$ cat src/rtl/spi_mem_arbiter.sv
// Round-robin arbiter that shares one SPI memory command port between NUM_REQ requesters.
// A granted command is held on mem_* until mem_done or timeout, then returned to its owner.
module spi_mem_arbiter #(
    parameter int NUM_REQ = 4,
    parameter int ADDR_W  = 8,
    parameter int DATA_W  = 8,
    parameter int TIMEOUT = 1024
) (
    input  logic                      clk,
    input  logic                      rst,
    input  logic [NUM_REQ-1:0]        req,
    input  logic [NUM_REQ-1:0]        req_wr,
    input  logic [NUM_REQ*ADDR_W-1:0] req_addr,
    input  logic [NUM_REQ*DATA_W-1:0] req_din,
    output logic [NUM_REQ-1:0]        gnt,
    output logic [NUM_REQ-1:0]        rsp_valid,
    output logic [DATA_W-1:0]         rsp_dout,
    output logic                      rsp_err,
    output logic                      busy,
    output logic                      mem_valid,
    output logic                      mem_wr,
    output logic [ADDR_W-1:0]         mem_addr,
    output logic [DATA_W-1:0]         mem_din,
    input  logic [DATA_W-1:0]         mem_dout,
    input  logic                      mem_done,
    input  logic                      mem_err
);

    localparam int PTR_W = $clog2(NUM_REQ);
    localparam int CNT_W = (TIMEOUT > 0) ? $clog2(TIMEOUT + 1) : 1;
    localparam logic [CNT_W-1:0] CNT_LAST = CNT_W'((TIMEOUT > 0) ? TIMEOUT - 1 : 0);

    typedef enum logic [1:0] {IDLE, BUSY, RESP} state_t;

    state_t            state;
    logic [PTR_W-1:0]  last;
    logic [CNT_W-1:0]  cnt;
    int                sel_idx;
    logic [PTR_W-1:0]  sel;
    logic              tmo_hit;
    logic              finish;

    // First asserted request scanning upward from the one after the last winner.
    always_comb begin
        sel_idx = 0;
        for (int k = NUM_REQ; k >= 1; k--) begin
            if (req[(int'(last) + k) % NUM_REQ]) begin
                sel_idx = (int'(last) + k) % NUM_REQ;
            end
        end
    end

    assign sel     = PTR_W'(sel_idx);
    assign tmo_hit = (TIMEOUT != 0) && (cnt == CNT_LAST);
    assign finish  = mem_done || tmo_hit;

    always_ff @(posedge clk or posedge rst) begin
        if (rst) begin
            state     <= IDLE;
            last      <= PTR_W'(NUM_REQ - 1);
            cnt       <= '0;
            gnt       <= '0;
            rsp_valid <= '0;
            rsp_dout  <= '0;
            rsp_err   <= 1'b0;
            busy      <= 1'b0;
            mem_valid <= 1'b0;
            mem_wr    <= 1'b0;
            mem_addr  <= '0;
            mem_din   <= '0;
        end else begin
            case (state)
                IDLE: begin
                    gnt       <= '0;
                    rsp_valid <= '0;
                    if (|req) begin
                        gnt       <= NUM_REQ'(1) << sel;
                        mem_valid <= 1'b1;
                        mem_wr    <= req_wr[sel];
                        mem_addr  <= req_addr[sel_idx*ADDR_W +: ADDR_W];
                        mem_din   <= req_din[sel_idx*DATA_W +: DATA_W];
                        last      <= sel;
                        busy      <= 1'b1;
                        cnt       <= '0;
                        state     <= BUSY;
                    end
                end
                BUSY: begin
                    gnt <= '0;
                    // A completion on the same edge as the timeout takes precedence.
                    if (finish) begin
                        rsp_dout  <= mem_done ? mem_dout : '0;
                        rsp_err   <= mem_done ? mem_err : 1'b1;
                        rsp_valid <= NUM_REQ'(1) << last;
                        mem_valid <= 1'b0;
                        cnt       <= '0;
                        state     <= RESP;
                    end else begin
                        cnt <= cnt + 1'b1;
                    end
                end
                RESP: begin
                    rsp_valid <= '0;
                    busy      <= 1'b0;
                    cnt       <= '0;
                    state     <= IDLE;
                end
                default: begin
                    state <= IDLE;
                end
            endcase
        end
    end

endmodule

$ cat config.mk
export PLATFORM = sky130hd
export DESIGN_NAME = spi_mem_arbiter
export DESIGN_NICKNAME = d
export VERILOG_FILES = /design/src/rtl/spi_mem_arbiter.sv
export SDC_FILE = /design/constraint.sdc
export NUM_CORES = 1
export LEC_CHECK = 0
export ABC_AREA = 0
export BUFFER_PORTS_ARGS = -buffer_cell sky130_fd_sc_hd__buf_4
export CAP_MARGIN = 0
export CORE_MARGIN = 2
export CORE_UTILIZATION = 50
export DETAILED_ROUTE_END_ITERATION = 16
export PLACE_DENSITY = 0.93
export SYNTH_ARGS = -nofsm -noshare
export SYNTH_HDL_FRONTEND = slang
export SYNTH_SLANG_ARGS = --single-unit
$ cat constraint.sdc
create_clock -name clk -period 5.9 [get_ports clk]
set_input_delay 0.59 -clock clk [delete_from_list [all_inputs] [get_ports clk]]
set_output_delay 0.59 -clock clk [all_outputs]
set_load 0.05 [all_outputs]
==> impl_metrics.env <==
export IMPL_synth_flop_cell="dfrtp_1"
export IMPL_final_cell_mix="buf_4, dfrtp_1, nand2_1"
export IMPL_syn_area_per_cell_sq_um=10.33
export IMPL_crit_family="multiplexers"
export IMPL_io_pin_count=120
export IMPL_arrival_ns=3.41
export IMPL_status="completed"
export IMPL_hpwl_um=5164
export IMPL_routed_wl_um=7021
export IMPL_r2r_end="mem_din[5]$_DFFE_PP0P_"
export IMPL_finClkSkew_ns=0.008427
export IMPL_cts_buffers=5
export IMPL_r2r_start="last[0]$_DFFE_PP1P_"
export IMPL_maxCapViolations=0
export IMPL_r2r_cells=8
export IMPL_path_cells="inv_1, ha_1, mux4_2, a31oi_4, mux2i_4, buf_4, mux2i_1, o221ai_1"
export IMPL_synth_cells=267
export IMPL_worst_pin_slew_ns=1.113
export IMPL_cpMaxStageDelayCell="dfstp_2"
export IMPL_criticalPathCategory="flop to flop"
export IMPL_grt_pass1_wl_um=11450
export IMPL_fmax_mhz=306.9
export IMPL_grt_setup_unrepaired="no"
export IMPL_cts_resized=0
export IMPL_synth_fp_nets=356
export IMPL_synthToLayoutAreaGrowth_pct=35.78
export IMPL_holdPathStages=1
export IMPL_synth_area_leaders="dfrtp_1, mux2i_1, o221ai_1"
export IMPL_async_flop_share=1.000
export IMPL_initial_core_util=0.5104
export IMPL_min_from="mem_valid$_DFFE_PP0P_"
export IMPL_clock_latency_ns=0.30
export IMPL_layout_min_cycle_time_ns=3.258
export IMPL_grt_pass1_vias=2411
export IMPL_diodes=0
export IMPL_cp_data_required_time_ns=6.05
export IMPL_ir_drop_mv=0.3901
export IMPL_cts_tree="done"
export IMPL_end_kind="flop"
export IMPL_synth_area_leader_cell="dfrtp_1"
export IMPL_drc=0
export IMPL_ys_seq_area_frac=0.4635
export IMPL_layout_cells_non_filler=450
export IMPL_timing_final_crit_share=0.5522
export IMPL_nNetsFinal=466
export IMPL_wire_per_inst_um=15.60
export IMPL_crit_buf_inv=2
export IMPL_clock_sinks=51
export IMPL_track_usage=0.2367
export IMPL_die_x_um=78.28
export IMPL_slew_headroom=0.2527
export IMPL_finalHoldViolations=0
export IMPL_dp_cells=442
export IMPL_fillers=424
export IMPL_drive_gt1_frac=0.3677
export IMPL_place_congestion=0.7404
export IMPL_core_area_sq_um=5405
export IMPL_hold_buffers=0
export IMPL_antenna_found_initial=0
export IMPL_rows=27
export IMPL_grt_max_degree=52
export IMPL_crit_path_start_kind="flop"
export IMPL_h_tree_depth=2
export IMPL_yosysUniqueCellTypes=39
export IMPL_final_common_cell="buf_4"
export IMPL_path_max_fanout=37
export IMPL_first_pass_iters=4
export IMPL_cp_slowest_stage_delay_ns=0.74
export IMPL_synth_edf_count=0
export IMPL_setup_tns_ns=0
export IMPL_vias=2520
export IMPL_grt_overflow=0
export IMPL_port_buffers=119
export IMPL_dieArea_sq_um=6128
export IMPL_finalSetupViolations=0
export IMPL_hp_class="flop to flop"
export IMPL_post_cts_buffers=0
export IMPL_root_buffer="clkbuf_8"
export IMPL_ys_ff_latch=51
export IMPL_syn_area_sq_um=2759
export IMPL_antenna_left=0
export IMPL_p_leak_nw=1.873
export IMPL_die_h_um=78.28
export IMPL_clk_path_buf_depth=2
export IMPL_path_clk_slew_ns=0.09
export IMPL_viasPerCell=5.600
export IMPL_yosysWarnings=0
export IMPL_synth_top_cell_area_share=0.4444
export IMPL_drt_iter0_markers=163
export IMPL_r2r_slack_ns=2.64
export IMPL_slew_viol_final=0
export IMPL_p_per_area_nw_per_um2=576.4
export IMPL_min_to="mem_valid$_DFFE_PP0P_"
-- flip-flops by register name, summed over array words and instances (netlist names) --
register / cells
busy: 1
rsp_err: 1
mem_wr: 1
rsp_dout: 8
last: 2
gnt: 4
mem_valid: 1
mem_addr: 8
state: 2
mem_din: 8
cnt: 11
rsp_valid: 4
-- worst max-delay path by stage --
stage | to | depth (start not counted) | start
after floorplan | mem_din[4]$_DFFE_PP0P_ | 11 | last[0]$_DFFE_PP1P_
after global placement | mem_din[5]$_DFFE_PP0P_ | 8 | last[0]$_DFFE_PP1P_
after detailed placement | mem_din[5]$_DFFE_PP0P_ | 8 | last[0]$_DFFE_PP1P_
after CTS | mem_din[5]$_DFFE_PP0P_ | 8 | last[0]$_DFFE_PP1P_
after global routing | mem_din[7]$_DFFE_PP0P_ | 8 | last[0]$_DFFE_PP1P_
final | mem_din[5]$_DFFE_PP0P_ | 8 | last[0]$_DFFE_PP1P_
-- Yosys cell counts (2+ instances only) --
library cell and n:
dfstp_2 2, nor3_1 2, buf_6 5, o21ai_0 24, o31ai_1 3, clkbuf_1 8
and2_1 2, a21oi_1 2, dfrtp_1 49, nand3_1 9, buf_2 3, o21a_1 2
nor2_1 11, ha_1 5, mux2i_1 36, nor2b_1 3, nand2_1 36, nand2b_1 3
o41ai_1 2, inv_1 13, mux2_2 3, a22o_1 9, o221ai_1 17, and3_1 2
mux4_2 2
-- per-layer routing --
layer	vias to the layer above	track usage	wire (um)
met3	4	0.05402	469
met1	1218	0.3061	2811
li1	1195	-	-
met2	103	0.4017	3679
met4	0	0.06491	61
met5	-	0	0
-- cell families after synthesis --
family                   after synthesis  share of synthesized area
AND/OR/NAND/NOR                       72                     0.1184
AO/OA/AOI/OAI                         67                     0.1773
flip-flops                            51                     0.4635
multiplexers                          41                     0.1592
buffers and inverters                 30                    0.05578
adder cells (fa/ha/maj)                5                    0.02268
XOR/XNOR                               1                   0.003175
-- through the flow --
stage,instance area (sq um),util,power [mW],hold WS (ns),setup slack [ns]
after floorplan,2759,-,1.647,0.4638,3.123
after global placement,3657,0.6766,1.928,0.4712,2.747
after detailed placement,3657,0.6766,1.972,0.4746,2.628
after CTS,3746,0.6931,2.168,0.4936,2.639
after global routing,3746,0.6931,2.290,0.4889,2.443
final,3746,0.6931,2.159,0.4946,2.642
-- final cells by class --
class | count | area (sq um) | share of cell area
clock buffers | 5 | 68.82 | 0.01837
clock inverters | 3 | 20.02 | 0.005344
inverters | 13 | 48.80 | 0.01303
multi-input cells | 186 | 1339 | 0.3574
flip-flops and latches | 51 | 1279 | 0.3414
well taps | 72 | 90.09 | 0.02405
repair buffers | 120 | 900.9 | 0.2405
-- where the power goes --
group | switching [mW] | internal [mW]
combinational | 0.856 | 0.509
sequential | 0.106 | 0.488
clock | 0.117 | 0.0828
total | 1.08 | 1.08
-- worst reg2reg max path, stage by stage (launching register included) --
cell and delay, ns:
dfstp_2 0.74, inv_1 0.11, ha_1 0.41, mux4_2 0.36, a31oi_4 0.27, mux2i_4 0.26, buf_4 0.50, mux2i_1 0.35
o221ai_1 0.13
No activity file was read; power rests on OpenSTA's default activity.
